--- src/rtl/ball_ctrl.sv ---
// Ball motion controller: step-rate divider, wall/paddle/brick bounce and serve/lost sequencing.
// Build option BALL_CTRL_SPEEDUP_EN: each paddle bounce shortens the step period down to a floor.
//
// state | meaning
// IDLE  | ball held at origin, waiting for launch
// MOVE  | ball stepping once per period, bounces evaluated at each tick
// LOST  | one-cycle lost-ball pulse before returning to IDLE
module ball_ctrl #(
  parameter int SCREEN_W  = 640,
  parameter int SCREEN_H  = 480,
  parameter int BALL_SIZE = 4,
  parameter int PADDLE_Y  = 440,
  parameter int PADDLE_W  = 40,
  parameter int TICK_DIV  = 833333,
  parameter int TICK_STEP = 50000,
  parameter int TICK_MIN  = 208333
) (
  input  logic       clk,
  input  logic       reset,
  input  logic       launch,
  input  logic [9:0] paddle_x,
  input  logic [9:0] ball_x,
  input  logic [9:0] ball_y,
  input  logic       brick_hit,
  input  logic       brick_side,
  output logic       move_en,
  output logic       x_du,
  output logic       y_du,
  output logic       ball_rst,
  output logic       lost,
  output logic [1:0] state
);

  localparam logic [1:0] S_IDLE = 2'b00;
  localparam logic [1:0] S_MOVE = 2'b01;
  localparam logic [1:0] S_LOST = 2'b10;

  localparam int             CW     = $clog2(TICK_DIV + 1);
  localparam logic [CW-1:0]  P_DIV  = CW'(TICK_DIV);
  localparam logic [CW-1:0]  P_LAST = CW'(TICK_DIV - 1);
  localparam logic [CW-1:0]  ONE    = CW'(1);

  localparam logic [10:0] X_MAX   = 11'(SCREEN_W - BALL_SIZE);
  localparam logic [10:0] Y_MAX   = 11'(SCREEN_H - BALL_SIZE);
  localparam logic [10:0] PAD_ROW = 11'(PADDLE_Y - BALL_SIZE);
  localparam logic [10:0] BSZ     = 11'(BALL_SIZE);
  localparam logic [10:0] PW      = 11'(PADDLE_W);

  logic [1:0]    state_nxt;
  logic [CW-1:0] cnt_q, cnt_nxt, reload;
  logic          flag_q, flag_nxt, side_q, side_nxt;
  logic          x_du_nxt, y_du_nxt, move_en_nxt, ball_rst_nxt, lost_nxt;
  logic [10:0]   bx, by, px;
  logic          tick, wall_x, ceil_hit, paddle_hit, floor_hit, flip_x, flip_y;

  assign bx = {1'b0, ball_x};
  assign by = {1'b0, ball_y};
  assign px = {1'b0, paddle_x};

  // Down-counter: loaded with period-1, tick at zero.
  assign tick       = (state == S_MOVE) && (cnt_q == '0);
  assign wall_x     = x_du ? (bx >= X_MAX) : (bx == 11'd0);
  assign ceil_hit   = !y_du && (by == 11'd0);
  assign paddle_hit = y_du && (by == PAD_ROW) && (bx + BSZ > px) && (bx < px + PW);
  assign floor_hit  = y_du && (by >= Y_MAX);
  // OR keeps a wall/paddle flip and a brick flip on the same axis to a single flip.
  assign flip_x     = wall_x | (flag_q & side_q);
  assign flip_y     = ceil_hit | paddle_hit | (flag_q & ~side_q);

`ifdef BALL_CTRL_SPEEDUP_EN
  localparam logic [CW-1:0] P_STEP = CW'(TICK_STEP);
  localparam logic [CW-1:0] P_MIN  = CW'(TICK_MIN);
  logic [CW-1:0] per_q, per_nxt;

  always_comb begin
    per_nxt = per_q;
    if (state == S_IDLE && launch)
      per_nxt = P_DIV;
    else if (tick && paddle_hit)
      per_nxt = (per_q - P_MIN > P_STEP) ? per_q - P_STEP : P_MIN;
  end

  always_ff @(posedge clk) begin
    if (reset) per_q <= P_DIV;
    else       per_q <= per_nxt;
  end

  assign reload = per_nxt - ONE;
`else
  assign reload = P_LAST;
`endif

  always_ff @(posedge clk) begin
    if (reset) state <= S_IDLE;
    else       state <= state_nxt;
  end

  always_comb begin
    state_nxt = state;
    case (state)
      S_IDLE:  if (launch) state_nxt = S_MOVE;
      S_MOVE:  if (tick && floor_hit) state_nxt = S_LOST;
      S_LOST:  state_nxt = S_IDLE;
      default: state_nxt = S_IDLE;
    endcase
  end

  always_comb begin
    x_du_nxt     = x_du;
    y_du_nxt     = y_du;
    move_en_nxt  = 1'b0;
    ball_rst_nxt = (state_nxt == S_IDLE);
    lost_nxt     = (state_nxt == S_LOST);
    cnt_nxt      = cnt_q;
    flag_nxt     = 1'b0;
    side_nxt     = side_q;
    case (state)
      S_IDLE: begin
        if (launch) begin
          x_du_nxt = 1'b1;
          y_du_nxt = 1'b1;
          cnt_nxt  = reload;
        end
      end
      S_MOVE: begin
        flag_nxt = flag_q | brick_hit;
        side_nxt = brick_hit ? brick_side : side_q;
        if (tick) begin
          x_du_nxt    = x_du ^ flip_x;
          y_du_nxt    = y_du ^ flip_y;
          move_en_nxt = !floor_hit;
          cnt_nxt     = reload;
          // The flag is consumed here; a pulse in the tick cycle itself waits for the next tick.
          flag_nxt    = brick_hit;
        end else begin
          cnt_nxt = cnt_q - ONE;
        end
      end
      default: ;
    endcase
  end

  always_ff @(posedge clk) begin
    if (reset) begin
      x_du     <= 1'b1;
      y_du     <= 1'b1;
      move_en  <= 1'b0;
      ball_rst <= 1'b1;
      lost     <= 1'b0;
      cnt_q    <= '0;
      flag_q   <= 1'b0;
      side_q   <= 1'b0;
    end else begin
      x_du     <= x_du_nxt;
      y_du     <= y_du_nxt;
      move_en  <= move_en_nxt;
      ball_rst <= ball_rst_nxt;
      lost     <= lost_nxt;
      cnt_q    <= cnt_nxt;
      flag_q   <= flag_nxt;
      side_q   <= side_nxt;
    end
  end

endmodule

--- config.mk ---
export PLATFORM = sky130hd
export DESIGN_NAME = ball_ctrl
export DESIGN_NICKNAME = d
export VERILOG_FILES = /design/src/rtl/ball_ctrl.sv
export SDC_FILE = /design/constraint.sdc
export NUM_CORES = 1
export LEC_CHECK = 0
export CAP_MARGIN = 5
export CORE_ASPECT_RATIO = 0.5
export CORE_MARGIN = 10
export CORE_UTILIZATION = 30
export CTS_BUF_LIST = sky130_fd_sc_hd__clkbuf_2
export CTS_CLUSTER_SIZE = 30
export DETAILED_ROUTE_END_ITERATION = 10
export HOLD_SLACK_MARGIN = 0.05
export PLACE_DENSITY = 0.56
export SKIP_CTS_REPAIR_TIMING = 1
export SLEW_MARGIN = 25
export SYNTH_ARGS = -nofsm -noshare
export SYNTH_HDL_FRONTEND = slang
export SYNTH_SLANG_ARGS = --single-unit
--- constraint.sdc ---
create_clock -name clk -period 2.36 [get_ports clk]
set_input_delay 0.236 -clock clk [delete_from_list [all_inputs] [get_ports clk]]
set_output_delay 0.236 -clock clk [all_outputs]
set_load 0.1 [all_outputs]
Word level (Yosys, flattened, before mapping)
Index checks and enable logic that the tools add are counted.

word-level totals
  flip-flop bits (word level) = 29
  input port bits = 35
  output and inout bits = 7
  logic and storage cells = 65

operators by class
  $add $sub $neg = 3
  $lt $le $gt $ge = 4
  equality and inequality tests = 5
  multiplexer cells = 13
  bitwise logic cells = 11
  reduce and logical (&&, ||, !) cells = 20

operators with widths
  operator                                                                 count
  20-bit 2-to-1 mux                                                        2
  20-bit case mux with 2 select lines                                      1
  11-bit zero test                                                         2
  20-bit zero test                                                         1
  20-bit by 1-bit subtractor with 20-bit output (second input constant)    1
  10-bit by 3-bit adder with 11-bit output (second input constant)         1
  10-bit by 6-bit adder with 11-bit output (second input constant)         1
  11-bit by 10-bit greater-than comparator with 1-bit output               1
  10-bit by 11-bit < comparator with 1-bit output                          1
  10-bit by 9-bit equality test with 1-bit output (second input constant)  1
  10-bit >= comparator (second input constant)                             1
  10-bit by 9-bit >= comparator with 1-bit output (second input constant)  1
  1-bit logical AND                                                        7
  1-bit 2-to-1 mux                                                         5
  2-bit zero test                                                          2
  2-bit 2-to-1 mux                                                         2
  2-bit != test (second input constant)                                    2
  1-bit OR                                                                 4
  1-bit case mux with 2 select lines                                       2
  2-bit case mux with 2 select lines                                       1
  2-bit AND reduction                                                      2
  1-bit inverter                                                           3
  3-bit AND reduction                                                      1
  3-bit OR reduction                                                       1
  other kinds (7)                                                          10

Logic depth before layout (Yosys ltp)
  depth after elaboration = 9
  mapped depth = 10
  depth with buffers taken out = 10

Least setup slack after synthesis
No wires, ideal clock.

  kind = register -> register
  start = reg state[1]
  end = reg y_du
  setup time = 0.073 ns
  data arrival time = 2.193 ns
  required time = 2.287 ns
  setup slack = 0.094 ns
  stages on the path, launching flop included = 7
  path buffers = 1
  period minus slack after synthesis = 2.266 ns
  path through = dfxtp_1 -> nand2b_1 -> buf_1 -> a31oi_2 -> a311o_1 -> a21oi_2 -> mux2i_1

on the way
  word-level cells in the longest chain between the ends = 4
  elaborated cells between the ends (all ways) = 8
  those cells by class = eq/ne: 3; mux: 1; reduce/logical: 4

ends and longest elaborated chain
  what                                            RTL line  text
  start: declaration                              31        output logic [1:0] state
  start signal: assignment                        95        else state <= state_nxt;
  2-bit by 1-bit equality test with 1-bit output  61, 117
  1-bit logical AND                               61        assign tick = (state == S_MOVE) && (cnt_q == '0);
  2-bit != test (no source line)                  -
  3-bit AND reduction (no source line)            -
  end signal: assignment                          155       y_du <= y_du_nxt;
  end: declaration                                28        output logic y_du,

Parallel ways exist; a longest one is shown, timed or not.
A chain may end at the register's enable or synchronous reset.

Worst setup path after layout
  start = in ball_x[5]
  end = reg y_du

on the way
  word-level cells in the longest chain between the ends = 9
  elaborated cells between the ends (all ways) = 10
  those cells by class = add/sub: 1; order compare: 2; mux: 2; bitwise: 3; reduce/logical: 2

ends and longest elaborated chain
  what                                                        RTL line  text
  start: declaration                                          22        input logic [9:0] ball_x,
  10-bit by 3-bit adder with 11-bit output                    64        assign paddle_hit = y_du && (by == PAD_ROW) && (bx + BSZ > px) && (bx < px + PW);
  11-bit by 10-bit greater-than comparator with 1-bit output  64
  1-bit logical AND                                           64
  1-bit logical AND *                                         64
  1-bit OR * (2 in a row)                                     68        assign flip_y = ceil_hit | paddle_hit | (flag_q & ~side_q);
  1-bit bitwise XOR *                                         130       y_du_nxt = y_du ^ flip_y;
  1-bit 2-to-1 mux *                                          128       if (tick) begin
  1-bit case mux with 2 select lines *                        117       case (state)

Every way passes the cells marked *; elsewhere a longest branch is shown, timed or not. The select of a mux whose other input is x is not followed.

==> flow_summary.yaml <==
outcome:
  status: "completed"
die:
  coreArea_um2: 7270
  ios: 42
  die_w_um: 142
  die_y_um: 81.0
  start_util_pct: 30.7
  rows: 22
  fp.dieArea_um2: 11500
placement:
  dp_hpwl_um: 4860
  dpl-instance-area_um2: 2870
  numPortBuffers: 41
  dpl.cell_count: 429
  place_congestion: 0.832
timing:
  fmax_ghz: 0.451
  setup_violations: 0
  relSlewSlack_pct: 70.0
  skew_ns: 0.0171
  worst_slew_pin_slew_ns: 0.450
  rsz0062_at_grt: "false"
  final-hold-violation-count: 0
  fin_crit_ns: 2.22
  slew_viol_final: 0
  final.setup.tns_ns: 0
  period_share_pct: 93.9
worst_setup_path:
  critPathKind: "primary input to register"
  critPathRequiredTime_ns: 2.62
  cp-start-kind: "primary input"
  worstSetupEndpoint: "y_du"
  r2r_start: "cnt_q[0]"
  critical_path.max_fanout: 3
  crit_path_start: "ball_x[5]"
  arrival_ns: 2.47
  cp-end-kind: "register"
  timing.rr.end: "cnt_q[6]"
  r2r_cells: 7
  regToRegSetupSlack_ns: 0.30
yosys:
  yosysTopAreaCell: "dfxtp_1"
  synth_area_leaders: "dfxtp_1 (26%), ha_1 (13%), a21oi_1 (5.8%)"
  syn-cell-area_um2: 2230
  ys.flop_type: "dfxtp_1"
  netlist_instances: 276
  synth_seq_cells: 29
  netlist_top_cells_count: "dfxtp_1 (29), nor2_1 (27), a21oi_1 (26)"
  yosysTopAreaCellShare_pct: 26.0
  synth_nets: 334
  yosys_warnings: 0
  synth_edf_count: 0
  synth-seq-area-share_pct: 26.0
  yosysMostFrequentCell: "dfxtp_1"
  syn_area_per_cell_um2: 8.08
  synthArstFlopShare_pct: 0
  ys_types: 56
cts:
  cts_max_path_buffers: 2
  path_clk_slew_ns: 0.15
  root_buffer: "clkbuf_2"
  h-tree-depth: 2
  clock_latency_ns: 0.36
  numCtsBuffers: 5
  cts_tree: "built"
  cts.sinks: 29
power_and_ir_drop:
  peakVddDrop_uv: 102
  power_density_nw_per_um2: 442
  power_leakage_uw: 0.00121
worst_hold_path:
  holdPathStages: 1
  hp-class: "register to register"
layout:
  regArea_um2: 581
  final_cell_count_no_fill: 437
  postLayoutCoreUtil_pct: 40.1
  multi_input_area_um2: 1510
  nets: 398
  drive_above_1_share_pct: 15.5
  fillers: 782
  n_antenna_cell: 0
  synthToLayoutAreaGrowth_pct: 30.7
  design_area_um2: 2910
detailed_routing:
  vias: 2284
  drt-total-wl_um: 6080
  avgRoutedWirePerCell_um: 13.9
  ant_nets: 0
  drcViolationCount: 0
  vias_per_cell: 5.23
  drt_iter0_markers: 106
  dr.pass1.iters: 4
global_routing:
  grtUsageTotal_pct: 10.6
  grt_max_degree: 30
  grt-ovfl-total: 0
  antenna_found_initial: 0
  grt_pass1_wl_um: 10300
  grt_pass1_vias: 2193
run:
  max_cap_viol_count: 0
[where the power goes]
group | switching, uW | internal (uW)
Sequential | 38.7 | 523
Clock | 171 | 87.5
Combinational | 247 | 220
[worst min path at each step]
stage / start / endpoint / slack, ns
3_3_place_gp: cnt_q[16] / cnt_q[16] / 0.46
5_1_grt: cnt_q[6] / cnt_q[6] / 0.53
6_report: cnt_q[6] / cnt_q[6] / 0.50
3_5_place_dp: cnt_q[16] / cnt_q[16] / 0.48
4_1_cts: cnt_q[16] / cnt_q[16] / 0.50
2_1_floorplan: reset / ball_rst / 0.36
[cell type report]
type | instances | share of cell area (%)
sequential | 29 | 19.9
timing repair buffer | 67 | 20.4
clock buffer | 8 | 1.37
tap | 96 | 4.12
multi-input combinational | 218 | 51.8
inverter | 19 | 2.45
[flip-flops by register name, indices dropped and copies added, names as in the netlist]
name / count
ball_rst: 1
cnt_q: 20
flag_q: 1
lost: 1
move_en: 1
side_q: 1
state: 2
x_du: 1
y_du: 1
[cell families after synthesis]
family,count (synthesis),synth area share (%)
buffers and inverters,29,6.28
adders and majority gates,23,12.9
AOI/OAI and AO/OA,83,25.0
and+or+nand+nor,100,25.0
xor gates and xnor gates,11,4.32
muxes,1,0.449
DFF,29,26.0
[cells in the final DEF (no fill, tap or decap), drive strengths merged, types with 3 or more instances in the layout]
| master | n |
|---|---|
| a21oi | 27 |
| clkdlybuf4s50 | 32 |
| dfxtp | 29 |
| nand4 | 8 |
| buf | 33 |
| nor3 | 14 |
| a31oi | 3 |
| nand2 | 10 |
| a21o | 3 |
| o21a | 5 |
| a211oi | 7 |
| clkbuf | 8 |
| nor2 | 28 |
| or4 | 3 |
| ha | 23 |
| nand3 | 9 |
| nor4 | 8 |
| and4 | 4 |
| a211o | 3 |
| or3 | 3 |
| xor2 | 3 |
| o21ai | 14 |
| inv | 19 |
| xnor2 | 8 |
| a311oi | 9 |
[per-stage QoR]
step | total power (uW) | hold WS, ns | worst slack, ns
2_1_floorplan | 863 | 0.360 | 0.0935
5_1_grt | 1380 | 0.528 | 0.0401
3_3_place_gp | 1030 | 0.456 | -0.203
3_5_place_dp | 1040 | 0.477 | -0.250
4_1_cts | 1300 | 0.497 | 0.130
6_report | 1290 | 0.503 | 0.144
[worst max-delay path: stages]
cell and delay, ns:
clkdlybuf4s50_1 0.47, and4_1 0.24, nand4_1 0.13, xnor2_1 0.17, ha_1 0.30, nand3_1 0.10
or4_1 0.50, o2111ai_1 0.11, a21oi_2 0.09, mux2i_1 0.13
[metal layers]
layer	vias to the layer above	share of wire, %	global-route usage (%)
li1	1161	-	-
met1	1076	44	12.2
met2	41	51	19.8
met3	6	4.0	2.27
met4	0	0.94	2.64
met5	-	0	0
Note: power is estimated with default switching activity, not from simulation.
